===== src/rtl/cpu_ctrl_pkg.sv =====
// Shared constants for the multi-cycle CPU controller: opcodes,
// extended ops, condition codes, state encoding and flag bit indices.
package cpu_ctrl_pkg;

    localparam logic [3:0] OP_RTYPE = 4'b0000;
    localparam logic [3:0] OP_ANDI  = 4'b0001;
    localparam logic [3:0] OP_ORI   = 4'b0010;
    localparam logic [3:0] OP_XORI  = 4'b0011;
    localparam logic [3:0] OP_MEM   = 4'b0100;
    localparam logic [3:0] OP_ADDI  = 4'b0101;
    localparam logic [3:0] OP_ADDUI = 4'b0110;
    localparam logic [3:0] OP_ADDCI = 4'b0111;
    localparam logic [3:0] OP_SHIFT = 4'b1000;
    localparam logic [3:0] OP_SUBI  = 4'b1001;
    localparam logic [3:0] OP_CMPI  = 4'b1011;
    localparam logic [3:0] OP_MOVI  = 4'b1101;
    localparam logic [3:0] OP_LUI   = 4'b1111;

    localparam logic [3:0] EXT_LOAD  = 4'b0000;
    localparam logic [3:0] EXT_STOR  = 4'b0100;
    localparam logic [3:0] EXT_JAL   = 4'b1000;
    localparam logic [3:0] EXT_JCOND = 4'b1100;

    localparam logic [3:0] CC_EQ = 4'b0000;
    localparam logic [3:0] CC_NE = 4'b0001;
    localparam logic [3:0] CC_CS = 4'b0010;
    localparam logic [3:0] CC_CC = 4'b0011;
    localparam logic [3:0] CC_HI = 4'b0100;
    localparam logic [3:0] CC_LS = 4'b0101;
    localparam logic [3:0] CC_GT = 4'b0110;
    localparam logic [3:0] CC_LE = 4'b0111;
    localparam logic [3:0] CC_FS = 4'b1000;
    localparam logic [3:0] CC_FC = 4'b1001;
    localparam logic [3:0] CC_LO = 4'b1010;
    localparam logic [3:0] CC_HS = 4'b1011;
    localparam logic [3:0] CC_LT = 4'b1100;
    localparam logic [3:0] CC_GE = 4'b1101;
    localparam logic [3:0] CC_UC = 4'b1110;
    localparam logic [3:0] CC_NV = 4'b1111;

    localparam int FLAG_C = 4;
    localparam int FLAG_L = 3;
    localparam int FLAG_F = 2;
    localparam int FLAG_Z = 1;
    localparam int FLAG_N = 0;

    typedef enum logic [1:0] {
        S_FETCH   = 2'd0,
        S_DECODE  = 2'd1,
        S_EXEC    = 2'd2,
        S_LOAD_WB = 2'd3
    } state_t;

    // Logical immediates are zero-extended; arithmetic ones sign-extended.
    function automatic logic is_zext(input logic [3:0] op);
        return (op == OP_ANDI) || (op == OP_ORI) || (op == OP_XORI);
    endfunction

endpackage


===== src/rtl/cond_check.sv =====
// Branch condition evaluation against the registered flags {C,L,F,Z,N}.
module cond_check
    import cpu_ctrl_pkg::*;
(
    input  logic [3:0] cond,
    input  logic [4:0] flags,
    output logic       take
);

    logic c, l, f, z, n;

    assign c = flags[FLAG_C];
    assign l = flags[FLAG_L];
    assign f = flags[FLAG_F];
    assign z = flags[FLAG_Z];
    assign n = flags[FLAG_N];

    always_comb begin
        take = 1'b0;
        unique case (cond)
            CC_EQ: take = z;
            CC_NE: take = !z;
            CC_CS: take = c;
            CC_CC: take = !c;
            CC_HI: take = l;
            CC_LS: take = !l;
            CC_GT: take = n;
            CC_LE: take = !n;
            CC_FS: take = f;
            CC_FC: take = !f;
            CC_LO: take = !l && !z;
            CC_HS: take = l || z;
            CC_LT: take = !n && !z;
            CC_GE: take = n || z;
            CC_UC: take = 1'b1;
            CC_NV: take = 1'b0;
        endcase
    end

endmodule


===== src/rtl/cpu_control_fsm.sv =====
// Multi-cycle fetch/decode/execute controller for the 16-bit CPU.
// Optional JAL support (with link_sel output) under CTRL_JAL_EN.
module cpu_control_fsm
    import cpu_ctrl_pkg::*;
#(
    parameter int DATA_W = 16,
    parameter int NREGS  = 16
) (
    input  logic              clk,
    input  logic              reset,
    input  logic [DATA_W-1:0] mem_q,
    input  logic [4:0]        flags,
    output logic [NREGS-1:0]  reg_en,
    output logic [3:0]        mux_a_sel,
    output logic [3:0]        mux_b_sel,
    output logic              imm_sel,
    output logic [DATA_W-1:0] imm_val,
    output logic [15:0]       alu_ctrl,
    output logic              flag_en,
    output logic              pc_inc,
    output logic              pc_load,
    output logic              addr_sel,
    output logic              ld_sel,
    output logic              mem_we,
`ifdef CTRL_JAL_EN
    output logic              link_sel,
`endif
    output logic [1:0]        state_dbg
);

    state_t            state, state_next;
    logic [DATA_W-1:0] ir;
    logic [3:0]        op, rd, ext, rs;
    logic              take;
    logic              is_reg, is_imm, is_lui;
    logic              is_load, is_stor, is_jcond;
    logic [DATA_W-1:0] imm_ext;

    assign op  = ir[15:12];
    assign rd  = ir[11:8];
    assign ext = ir[7:4];
    assign rs  = ir[3:0];

    assign is_reg   = (op == OP_RTYPE) || (op == OP_SHIFT);
    assign is_imm   = op inside {OP_ANDI, OP_ORI, OP_XORI, OP_ADDI,
                                 OP_ADDUI, OP_ADDCI, OP_SUBI,
                                 OP_CMPI, OP_MOVI};
    assign is_lui   = (op == OP_LUI);
    assign is_load  = (op == OP_MEM) && (ext == EXT_LOAD);
    assign is_stor  = (op == OP_MEM) && (ext == EXT_STOR);
    assign is_jcond = (op == OP_MEM) && (ext == EXT_JCOND);

`ifdef CTRL_JAL_EN
    logic is_jal;
    assign is_jal = (op == OP_MEM) && (ext == EXT_JAL);
`endif

    assign imm_ext = is_zext(op)
                   ? {{(DATA_W-8){1'b0}}, ir[7:0]}
                   : {{(DATA_W-8){ir[7]}}, ir[7:0]};

    assign state_dbg = state;

    cond_check u_cond (
        .cond  (rd),
        .flags (flags),
        .take  (take)
    );

    always_ff @(posedge clk) begin
        if (reset) begin
            state <= S_FETCH;
            ir    <= '0;
        end else begin
            state <= state_next;
            if (state == S_DECODE)
                ir <= mem_q;
        end
    end

    always_comb begin
        state_next = state;
        reg_en     = '0;
        mux_a_sel  = '0;
        mux_b_sel  = '0;
        imm_sel    = 1'b0;
        imm_val    = '0;
        alu_ctrl   = '0;
        flag_en    = 1'b0;
        pc_inc     = 1'b0;
        pc_load    = 1'b0;
        addr_sel   = 1'b0;
        ld_sel     = 1'b0;
        mem_we     = 1'b0;
`ifdef CTRL_JAL_EN
        link_sel   = 1'b0;
`endif
        unique case (state)
            S_FETCH:  state_next = S_DECODE;
            S_DECODE: state_next = S_EXEC;
            S_EXEC: begin
                state_next = S_FETCH;
                alu_ctrl   = {op, 4'b0000, ext, 4'b0000};
                unique case (1'b1)
                    is_reg: begin
                        mux_a_sel  = rd;
                        mux_b_sel  = rs;
                        reg_en[rd] = 1'b1;
                        flag_en    = 1'b1;
                        pc_inc     = 1'b1;
                    end
                    is_imm: begin
                        mux_a_sel  = rd;
                        imm_sel    = 1'b1;
                        imm_val    = imm_ext;
                        reg_en[rd] = 1'b1;
                        flag_en    = 1'b1;
                        pc_inc     = 1'b1;
                    end
                    is_lui: begin
                        imm_sel    = 1'b1;
                        imm_val    = {ir[7:0], {(DATA_W-8){1'b0}}};
                        reg_en[rd] = 1'b1;
                        pc_inc     = 1'b1;
                    end
                    is_load: begin
                        mux_a_sel  = rs;
                        addr_sel   = 1'b1;
                        state_next = S_LOAD_WB;
                    end
                    is_stor: begin
                        mux_a_sel = rs;
                        mux_b_sel = rd;
                        addr_sel  = 1'b1;
                        mem_we    = 1'b1;
                        pc_inc    = 1'b1;
                    end
                    is_jcond: begin
                        mux_a_sel = rs;
                        pc_load   = take;
                        pc_inc    = !take;
                    end
`ifdef CTRL_JAL_EN
                    // Link register is written from PC+1 while PC jumps.
                    is_jal: begin
                        mux_a_sel  = rs;
                        pc_load    = 1'b1;
                        reg_en[rd] = 1'b1;
                        link_sel   = 1'b1;
                    end
`endif
                    default: pc_inc = 1'b1;
                endcase
            end
            S_LOAD_WB: begin
                state_next = S_FETCH;
                ld_sel     = 1'b1;
                reg_en[rd] = 1'b1;
                pc_inc     = 1'b1;
            end
            default: state_next = S_FETCH;
        endcase
    end

endmodule


===== config.mk =====
export PLATFORM = sky130hd
export DESIGN_NAME = cpu_control_fsm
export DESIGN_NICKNAME = d
export VERILOG_FILES = /design/src/rtl/cpu_ctrl_pkg.sv /design/src/rtl/cond_check.sv /design/src/rtl/cpu_control_fsm.sv
export SDC_FILE = /design/constraint.sdc
export NUM_CORES = 1
export LEC_CHECK = 0
export ABC_AREA = 1
export CELL_PAD_IN_SITES_DETAIL_PLACEMENT = 0
export CELL_PAD_IN_SITES_GLOBAL_PLACEMENT = 1
export CORE_ASPECT_RATIO = 1.1
export CORE_MARGIN = 4
export CORE_UTILIZATION = 24
export CTS_CLUSTER_SIZE = 8
export DETAILED_ROUTE_END_ITERATION = 12
export PLACE_DENSITY = 0.77
export SYNTH_ARGS = -nofsm -noshare
export SYNTH_HDL_FRONTEND = slang
export SYNTH_SLANG_ARGS = --single-unit

===== constraint.sdc =====
create_clock -name clk -period 2 [get_ports clk]
set_input_delay 0.6 -clock clk [delete_from_list [all_inputs] [get_ports clk]]
set_output_delay 0.6 -clock clk [all_outputs]
set_load 0.02 [all_outputs]

==> metrics.log <==
[metrics] count of buffering cells on the critical path with inverters included: 2
[metrics] Clk pin slew, worst setup/hold paths: 0.07 ns
[metrics] post-synthesis cell type with the largest combined area: dfxtp_1
[metrics] CP max stage delay: 0.34 ns
[metrics] top area cells in the synthesized netlist: dfxtp_1, nor2_1, nand2_1, a211oi_1, inv_1
[metrics] FF-to-FF setup slack: 0.66 ns
[metrics] internal power summed over all cells: 965.5 uW
[metrics] Worst Clk Skew: about 0.0031 ns
[metrics] clock sinks: 18
[metrics] buffer cell driving the clock tree root: clkbuf_8
[metrics] WS Path Type: reg2out
[metrics] overflow left after global routing: 0
[metrics] RePlAce Congestion: 0.8470
[metrics] cells after synthesis: 241
[metrics] wirelength, routed: 6090 um
[metrics] total of hold buffers inserted after clock tree synthesis: 0
[metrics] most frequent cell on the critical path: nand2_1
[metrics] Layout Cell Area excl Fill: about 0.0033 mm^2
[metrics] power share of the clock group: 19.6%
[metrics] switching power share of the total: 38.40%
[metrics] Setup WS pre-CTS: -0.9799 ns
[metrics] primary flip-flop cell chosen by synthesis mapping: dfxtp_1
[metrics] kind of cell with the highest combined delay on the critical path: simple AND/OR/NAND/NOR gates
[metrics] routed via count divided by cell count: 4.491
[metrics] effective utilization at floorplan: 25.20%
[metrics] Global Route Usage Sum: 14.91%
[metrics] number of max-capacitance violations reported: 0
[metrics] H-tree level count: 1
[metrics] combinational fraction of design power: between 50% and 60%
[metrics] count leader, synth: nor2_1
[metrics] number of enable flip-flop cells after synthesis: 0
[metrics] least setup slack across all paths after layout: -0.2501 ns
[metrics] post-detailed-placement cell area: between 0.002 and 0.003 mm^2
[metrics] critical-path maximum fanout: 4
[metrics] Pwr Density: between 400 and 500 mW/mm^2
[metrics] NumNets Final: 411
[metrics] pin slew with the least headroom to its limit: 0.5286 ns
[metrics] iteration count of the initial detailed-routing pass: 4
[metrics] floorplan row count: 29
[metrics] max_slew headroom: 64.68%
[metrics] total standard cell area after synthesis: 0.001490 mm^2
[metrics] fin. max-slew vios: 0
[metrics] count of unresolved DRC violations after routing: 0
[metrics] HPWL after DPL: 4276 um
[metrics] DR iter-0 viols: 27
[metrics] share of cells above drive strength 1: 57.11%
[metrics] vias post-DR: 2084
[metrics] Clock Tree Buf Depth: 2
[metrics] min cycle time layout: 2.250 ns
[metrics] share of synthesized registers carrying an async set or reset: 0%
[metrics] final hold violation count: 0
[metrics] die extent in y: a little over 90 um
[metrics] sequential group share of total power: 28.2%
[metrics] Required @ worst endpoint: 1.40 ns
[metrics] ratio of final minimum period to clock period: 112.5%
[metrics] Fin Hold WS: 0.5064 ns
[metrics] crit path cell chain: inv_4 > nand2_8 > nor3_4 > nand4_4 > nor2_2 > nor2_1 > nand2_1 > nand2_1 > buf_6
[metrics] total negative setup slack: -8.062 ns
[metrics] most frequent cells after synthesis: nor2_1, nand2_1, inv_1
[metrics] Ant. Diodes: 0
[metrics] TritonCTS buffer count: 3
[metrics] clock latency on the worst-skew pair: 0.26 ns
[metrics] sequential area share after synthesis: 24.18%
[metrics] maximum operating frequency: 444.4 MHz
[metrics] antenna violations before repair: 0
[metrics] Worst VDD drop: roughly 0.33 mV
[metrics] Final Setup Violations: 45
[metrics] startpoint kind of the worst setup timing path: flip-flop
[metrics] via count of the first global-routing pass: 2155
[metrics] first-pass GRT wire length: about 9500 um
[metrics] x dimension of the die: 83.13 um
[metrics] critical path data arrival time: 1.65 ns
[metrics] Power, Total: 1.567 mW
[metrics] area of the core region: 0.005914 mm^2
[metrics] status: finished, violations left
[metrics] number of placed I/O pins: 88
[metrics] Worst Hold Class: reg2reg
[metrics] total of flip-flops plus latches after synthesis: 18
[metrics] CP endpoint kind: output pin
[metrics] Die Outline Area: 0.007535 mm^2
[metrics] leakage component of the power: 1.466 nW
[metrics] final antenna-violating net count: 0
[metrics] Unique masters post-synth: 32
[metrics] RSZ-0062 raised after global routing: true
[metrics] area added between synthesis and finish: 123.2%
[metrics] proportion of netlist area held by the largest area contributor: 24.18%
[metrics] total of warnings raised by yosys: 0
[metrics] Buffers on Ports: 79
[metrics] clock tree from TritonCTS: done
[metrics] Net Sw Power: 601.9 uW
[metrics] pin count of the biggest net entering global routing: 22
[metrics] violated checks: setup timing
[metrics] drt wl/cell: 13.13 um
[metrics] slowest library cell on the worst path: dfxtp_2
[metrics] average cell area after synthesis: between 6 and 7 um^2
## state kept, by name, indices dropped and copies added (netlist names)
| signal | count |
|---|---|
| ir | 16 |
| state_dbg | 2 |
## cell type report
cell class / instances / area (um^2)
clock buffers: 4 / 55.05
fillers: 584 / 2589
inverters: 29 / 123.9
multi-input cells: 185 / 1276
flip-flops and latches: 18 / 384.1
well taps: 77 / 96.34
repair buffers: 151 / 1390
## layout by cell type (no fill, tap or decap), types with 4 or more instances in the layout
cell type / Yosys / layout
buf_4: 8 / 71
nor2_1: 66 / 49
buf_6: 1 / 43
nand2_1: 37 / 28
clkdlybuf4s50_1: 0 / 18
inv_1: 24 / 16
a211oi_1: 16 / 16
nor2_2: 1 / 12
inv_2: 5 / 9
nand3_1: 12 / 9
dfxtp_1: 18 / 9
nor2_4: 2 / 8
a21oi_2: 0 / 8
conb_1: 1 / 8
buf_2: 3 / 8
nand2_4: 1 / 6
nand2_2: 2 / 5
nor3_4: 1 / 5
o21ai_2: 1 / 5
dfxtp_4: 0 / 5
nor3_2: 1 / 4
o22ai_2: 0 / 4
clkbuf_8: 0 / 4
dlygate4sd2_1: 0 / 4
dfxtp_2: 0 / 4
## metal layers
metal  global-route usage, %  vias to the layer above  routed length [um]
li1                        -                     1063                   -
met4                   5.041                        0                  85
met2                   26.60                       80                3139
met3                   4.653                       10                 412
met1                   16.62                      931                2452
met5                       0                        -                   0
## worst min-delay path: cells and delay by family, from the launching register on
family                 cells  cell delay [ns]
DFF                        1             0.32
buffers and inverters      1             0.08
AOI/OAI and AO/OA          1             0.06
## repair_timing
item,4_1_cts,5_1_grt
pin swaps,16,22
cloned,1,0
buffers inserted,15,5
endpoints found under the setup margin,55,47
resized for setup,352,69
## cell families (layout without fill, tap and decap cells)
logic type | count (synthesis) | after routing | synth area share [%]
buffers and inverters | 45 | 184 | 14.11
flip-flops | 18 | 18 | 24.18
AND/OR/NAND/NOR | 137 | 137 | 42.07
AO/OA/AOI/OAI | 40 | 40 | 19.40
other | 1 | 8 | 0.2516
## stage by stage
step / utilization [%] / cells
3_5_place_dp: 46.99 / 442
4_1_cts: 51.43 / 460
2_1_floorplan: - / 248
5_1_grt: 56.23 / 464
3_3_place_gp: 46.99 / 442
6_report: 56.23 / 464
## power groups by stage
stage               sequential [mW]  clock (mW)  combinational [mW]
detailed placement            0.431           0               0.602
CTS                           0.435       0.315               0.715
global route                  0.446       0.335               0.877
finish                        0.441       0.307               0.819
global placement              0.430           0               0.598
floorplan                     0.438           0               0.306
## path summary, 6_finish.rpt
check | from | end | cells past startpoint
worst max-delay path | ir[13] | pc_inc | 9
worst min-delay path | ir[2] | ir[2] | 2
worst max register to register | state_dbg[0] | ir[3] | 3
worst min register to register | ir[2] | ir[2] | 2
Note: power is estimated with default switching activity, not from simulation.
==> variant 1: new RTL, same settings <==
Change the parameter `DATA_W` from 16 to 24.
--- a/src/rtl/cpu_control_fsm.sv
+++ b/src/rtl/cpu_control_fsm.sv
@@ -5,3 +5,3 @@
 #(
-    parameter int DATA_W = 16,
+    parameter int DATA_W = 24,
     parameter int NREGS  = 16
Interface: changed (resized imm_val and mem_q); port bits go from 88 to 104. No check against the original RTL was run, so the function may have changed too.
==> variant 1 against the original RTL <==
- power fell by 7.1%
- non-clock buffer count shrank 3
- the flow still finishes with violations (setup timing)
- register-to-register slack worse by 0.05 ns
- worst setup slack got worse by 0.017 ns
- sequential cell count unchanged
- cell area down 4.5%
- routed wire length up 0.11%
- area after synthesis unchanged
- critical path type unchanged
- critical endpoint is now reg_en[15]
==> variant 1: results <==
[status]
status = "finished with violations"
violations = "setup timing"

[synthesis]
ys_seq_area_frac = 0.242
async_flop_share = 0
synth_area_leaders = "dfxtp_1 (24%), nor2_1 (11%), nand2_1 (10%)"
synth_cells = 242
synth_common_cells = "nor2_1 (42), nand2_1 (40), inv_1 (26)"
ys_types = 26
yosysWarnings = 0

[clock_network]
htreeDepth = 1
clk_latency_ns = 0.26
clock_path_buffers = 2
clk_pin_slew_ns = 0.07
root_buffer = "clkbuf_8"

[placement]
place_ws_ns = -1.00
io_buffers = 87
place_inst = 443
place_hpwl_um = 4560
gp_congestion = 0.823

[timing]
finClkSkew_ns = 0.000865
tns_ns = -8.49
fin_ws_ns = -0.267
final-setup-viol-count = 48

[grt]
grt_max_degree = 30
grt_pass1_wl_um = 9780
grt_usage = 0.156
grt_pass1_vias = 1973

[detailed_routing]
num_vias = 2072
drt-pass1-iter-count = 4
drt-initial-drc-count = 87
post_drt_wl_per_cell_um = 13.3

[finish]
antenna_cells = 0
finalNonFillerCells = 458
fillCellCount = 589
nNetsFinal = 413
drive_above_1_share = 0.570
largest-register = "ir"

[min_path]
hp-class = "flop to flop"

[pwr]
total_leakage_power_nw = 1.48
vdd_ir_drop_max_mv = 0.302
intPower_w = 0.000890

[setup_path]
cp.arrival_ns = 1.67
crit_fanout = 8
variant 1: changes by cell type in the layout (fill, tap and decap cells not counted), moves of 4 or more:
cell,before,now
a21oi_1,2,7
a211oi_1,16,12
inv_2,9,19
o22ai_4,0,4
nand3_1,9,13
nor3_4,5,9
nor2_1,49,32
nor2_2,12,7
a21oi_2,8,0
variant 1: cell families after synthesis:
group,count (synthesis),share of synthesized area
AO/OA/AOI/OAI,37,0.156
AND/OR/NAND/NOR,129,0.401
buffers and inverters,57,0.198
other,1,0.00252
flip-flops,18,0.242
variant 1: worst paths after layout:
kind         depth (start not counted)  slack (ns)           end    from
max reg2reg                          8        0.61  state_dbg[0]  ir[13]
min reg2reg                          2        0.48         ir[2]   ir[2]
min                                  2        0.48         ir[2]   ir[2]
max                                  9       -0.27    reg_en[15]  ir[13]
variant 1: what timing repair did:
action	4_1_cts	5_1_grt
hold endpoints to repair	0	0
setup buffers	3	6
gates resized for setup	331	120
pin swaps	12	9
gates cloned	1	1
endpoints found under the setup margin	64	60
variant 1: final cells by class:
cell class / count / area (um2) / area share
Multi-Input combinational cell: 176 / 1220 / 0.383
Inverter: 35 / 140 / 0.0441
Sequential cell: 18 / 380 / 0.120
Clock buffer: 4 / 55.1 / 0.0173
Timing Repair Buffer: 148 / 1290 / 0.405
Tap cell: 77 / 96.3 / 0.0303
variant 1: stage by stage:
stage,util,power [W],cell area (um2)
after global routing,0.537,0.00155,3180
final,0.537,0.00146,3180
after global placement,0.469,0.00100,2770
after detailed placement,0.469,0.00100,2770
after CTS,0.474,0.00135,2800
after floorplan,-,0.000728,1580
variant 1: per-layer routing:
layer  up-vias  share of wire  track usage
met4         0          0.021       0.0490
met3        11          0.054       0.0265
met2        72           0.48        0.263
met1       932           0.44        0.201
li1       1057              -            -
met5         -              0            0
variant 1: power groups by stage:
stage,combinational [W],clock (W),sequential [W]
3_5_place_dp,0.000573,0,0.000428
4_1_cts,0.000612,0.000308,0.000426
3_3_place_gp,0.000575,0,0.000427
6_report,0.000718,0.000308,0.000430
5_1_grt,0.000780,0.000335,0.000435
2_1_floorplan,0.000295,0,0.000434
variant 1: worst max-delay path, cell delays in order (launching register included):
cell and delay [ns]:
dfxtp_4 0.37, nor2_4 0.13, inv_2 0.05, nor2_2 0.08, inv_2 0.04, nand4_1 0.16
buf_6 0.16, nand2_8 0.10, nor3_4 0.16, buf_6 0.14
==> variant 2: new RTL, same settings <==
Made on the original files. Put a register stage on the output `imm_val`, cleared by the reset. The value now appears one clock later. The other outputs are not delayed to match.
--- a/src/rtl/cpu_control_fsm.sv
+++ b/src/rtl/cpu_control_fsm.sv
@@ -29,2 +29,4 @@
 );
+
+    logic [DATA_W-1:0] imm_val_d;
 
@@ -86,3 +88,3 @@
         imm_sel    = 1'b0;
-        imm_val    = '0;
+        imm_val_d  = '0;
         alu_ctrl   = '0;
@@ -114,3 +116,3 @@
                         imm_sel    = 1'b1;
-                        imm_val    = imm_ext;
+                        imm_val_d  = imm_ext;
                         reg_en[rd] = 1'b1;
@@ -121,3 +123,3 @@
                         imm_sel    = 1'b1;
-                        imm_val    = {ir[7:0], {(DATA_W-8){1'b0}}};
+                        imm_val_d  = {ir[7:0], {(DATA_W-8){1'b0}}};
                         reg_en[rd] = 1'b1;
@@ -164,2 +166,10 @@
 
+    always_ff @(posedge clk) begin
+        if (reset) begin
+            imm_val <= '0;
+        end else begin
+            imm_val <= imm_val_d;
+        end
+    end
+
 endmodule
Check against the original RTL: not equivalent (a bounded check fails within 4 cycles, from zero or initial values and one cycle with reset high).
==> variant 2 against the original RTL <==
- the run still ends with setup timing left
- count of clock-buffer cells in the layout grew 2
- via count up 5.5%
- die area rose by 15%
- area after synthesis is 17% higher
- clock skew down 0.00083 ns
- largest cell class unchanged
- worst setup slack lost 0.15 ns
- power increased by 34%
- sequential cell count grew 16
- critical endpoint is now mux_a_sel[0]
- sequential share of layout area up 8.6 points
- highest routed layer unchanged
- routed wire length up 7.7%
- largest power group is now sequential cells
- cell area grew 3.8%
- clock power up 110%
- sequential power increased by 70%
==> variant 2: results <==
[status]
status = "finished with violations"
violations = "setup timing"

[synthesis]
ys_types = 27
ys_seq_area_frac = 0.392
synth_area_leaders = "dfxtp_1 (39%), nor2_1 (11%), a21oi_1 (7.2%)"
synth-main-ff-cell = "dfxtp_1"
async_flop_share = 0
synth_common_cells = "nor2_1 (50), dfxtp_1 (34), inv_1 (32)"
yosysWarnings = 0

[detailed_routing]
post_drt_wl_per_cell_um = 13.4
num_vias = 2199
drt-pass1-iter-count = 5
drt-initial-drc-count = 110

[placement]
place_hpwl_um = 4710
io_buffers = 79
gp_congestion = 0.882
place_area_mm2 = 0.00302

[finish]
drive_above_1_share = 0.433
antenna_cells = 0
nNetsFinal = 429

[grt]
grt_pass1_vias = 2128
grt_max_degree = 34
grt_pass1_wl_um = 9990
grt_usage = 0.145
antenna_found_initial = 0

[clock_network]
root_buffer = "clkbuf_8"
clk_latency_ns = 0.28
clk_pin_slew_ns = 0.07
htreeDepth = 2
numCtsBuffers = 5
clock_path_buffers = 2
cts_hold_buf = 0

[setup_path]
crit_fanout = 4
slowest_stage = "dfxtp_2"
cp_slowest_stage_delay_ns = 0.32
cp.arrival_ns = 1.80
critPathTopFamily = "simple AND/OR/NAND/NOR gates"

[pwr]
vdd_ir_drop_max_mv = 0.325
total_leakage_power_nw = 1.51
netSwitchingPower_w = 0.000658

[timing]
finClkSkew_ns = 0.00229
final-setup-viol-count = 29
tns_ns = -7.60
tightest_slew_ns = 0.575
fin_ws_ns = -0.401

[min_path]
hp-class = "flop to flop"
variant 2: final timing paths:
kind | startpoint | to | slack (ns) | depth (start not counted)
worst min-delay path | ir[1] | ir[1] | 0.47 | 2
worst min register to register | ir[1] | ir[1] | 0.47 | 2
worst max-delay path | ir[12] | mux_a_sel[0] | -0.40 | 8
worst max register to register | ir[13] | imm_val[13] | 0.33 | 9
variant 2: power by group through the flow:
stage / clock network [W] / registers [W] / logic, W
floorplan: 0 / 0.000767 / 0.000264
global placement: 0 / 0.000757 / 0.000553
detailed placement: 0 / 0.000759 / 0.000555
CTS: 0.000652 / 0.000748 / 0.000634
global route: 0.000679 / 0.000757 / 0.000764
finish: 0.000643 / 0.000751 / 0.000709
variant 2: cell families (layout without fill, tap and decap cells):
logic type,Yosys count,in the layout,synth area share
AOI/OAI and AO/OA,55,55,0.187
other,1,8,0.00216
and+or+nand+nor,115,115,0.289
DFF,34,34,0.392
buffers and inverters,50,194,0.130
variant 2: metrics by stage:
| stage | cells | worst slack, ns | power [W] | hold slack, ns | utilization |
|---|---|---|---|---|---|
| after floorplan | 262 | -0.0560 | 0.00103 | 0.445 | - |
| after global placement | 470 | -0.964 | 0.00131 | 0.476 | 0.428 |
| after detailed placement | 470 | -0.989 | 0.00131 | 0.473 | 0.428 |
| after CTS | 486 | -0.338 | 0.00203 | 0.484 | 0.463 |
| after global routing | 491 | -0.496 | 0.00220 | 0.516 | 0.490 |
| final | 491 | -0.401 | 0.00210 | 0.473 | 0.490 |
variant 2: cell type report:
class                      instances  area, um2
clock inverter                     1       30.0
clock buffer                       6       82.6
sequential                        34        697
tap                               85        106
inverter                          35        131
fill                             706       3590
multi-input combinational        178       1110
timing repair buffer             152       1290
variant 2: repair_timing:
| item | in CTS | in global routing |
|---|---|---|
| endpoints found under the setup margin | 39 | 38 |
| pin swaps | 11 | 15 |
| gates cloned | 1 | 0 |
| resized for setup | 237 | 40 |
| buffers inserted | 8 | 7 |
variant 2: tightest hold or removal path, cell delays in order (launching register included):
cell and delay, ns:
dfxtp_1 0.31, inv_1 0.06, a21oi_1 0.05
variant 2: routing by layer:
layer	vias up	track usage	wire length, um
met1	997	0.192	2870
met4	0	0.0527	114
met3	12	0.0322	415
met2	73	0.229	3160
li1	1117	-	-
met5	-	0	0
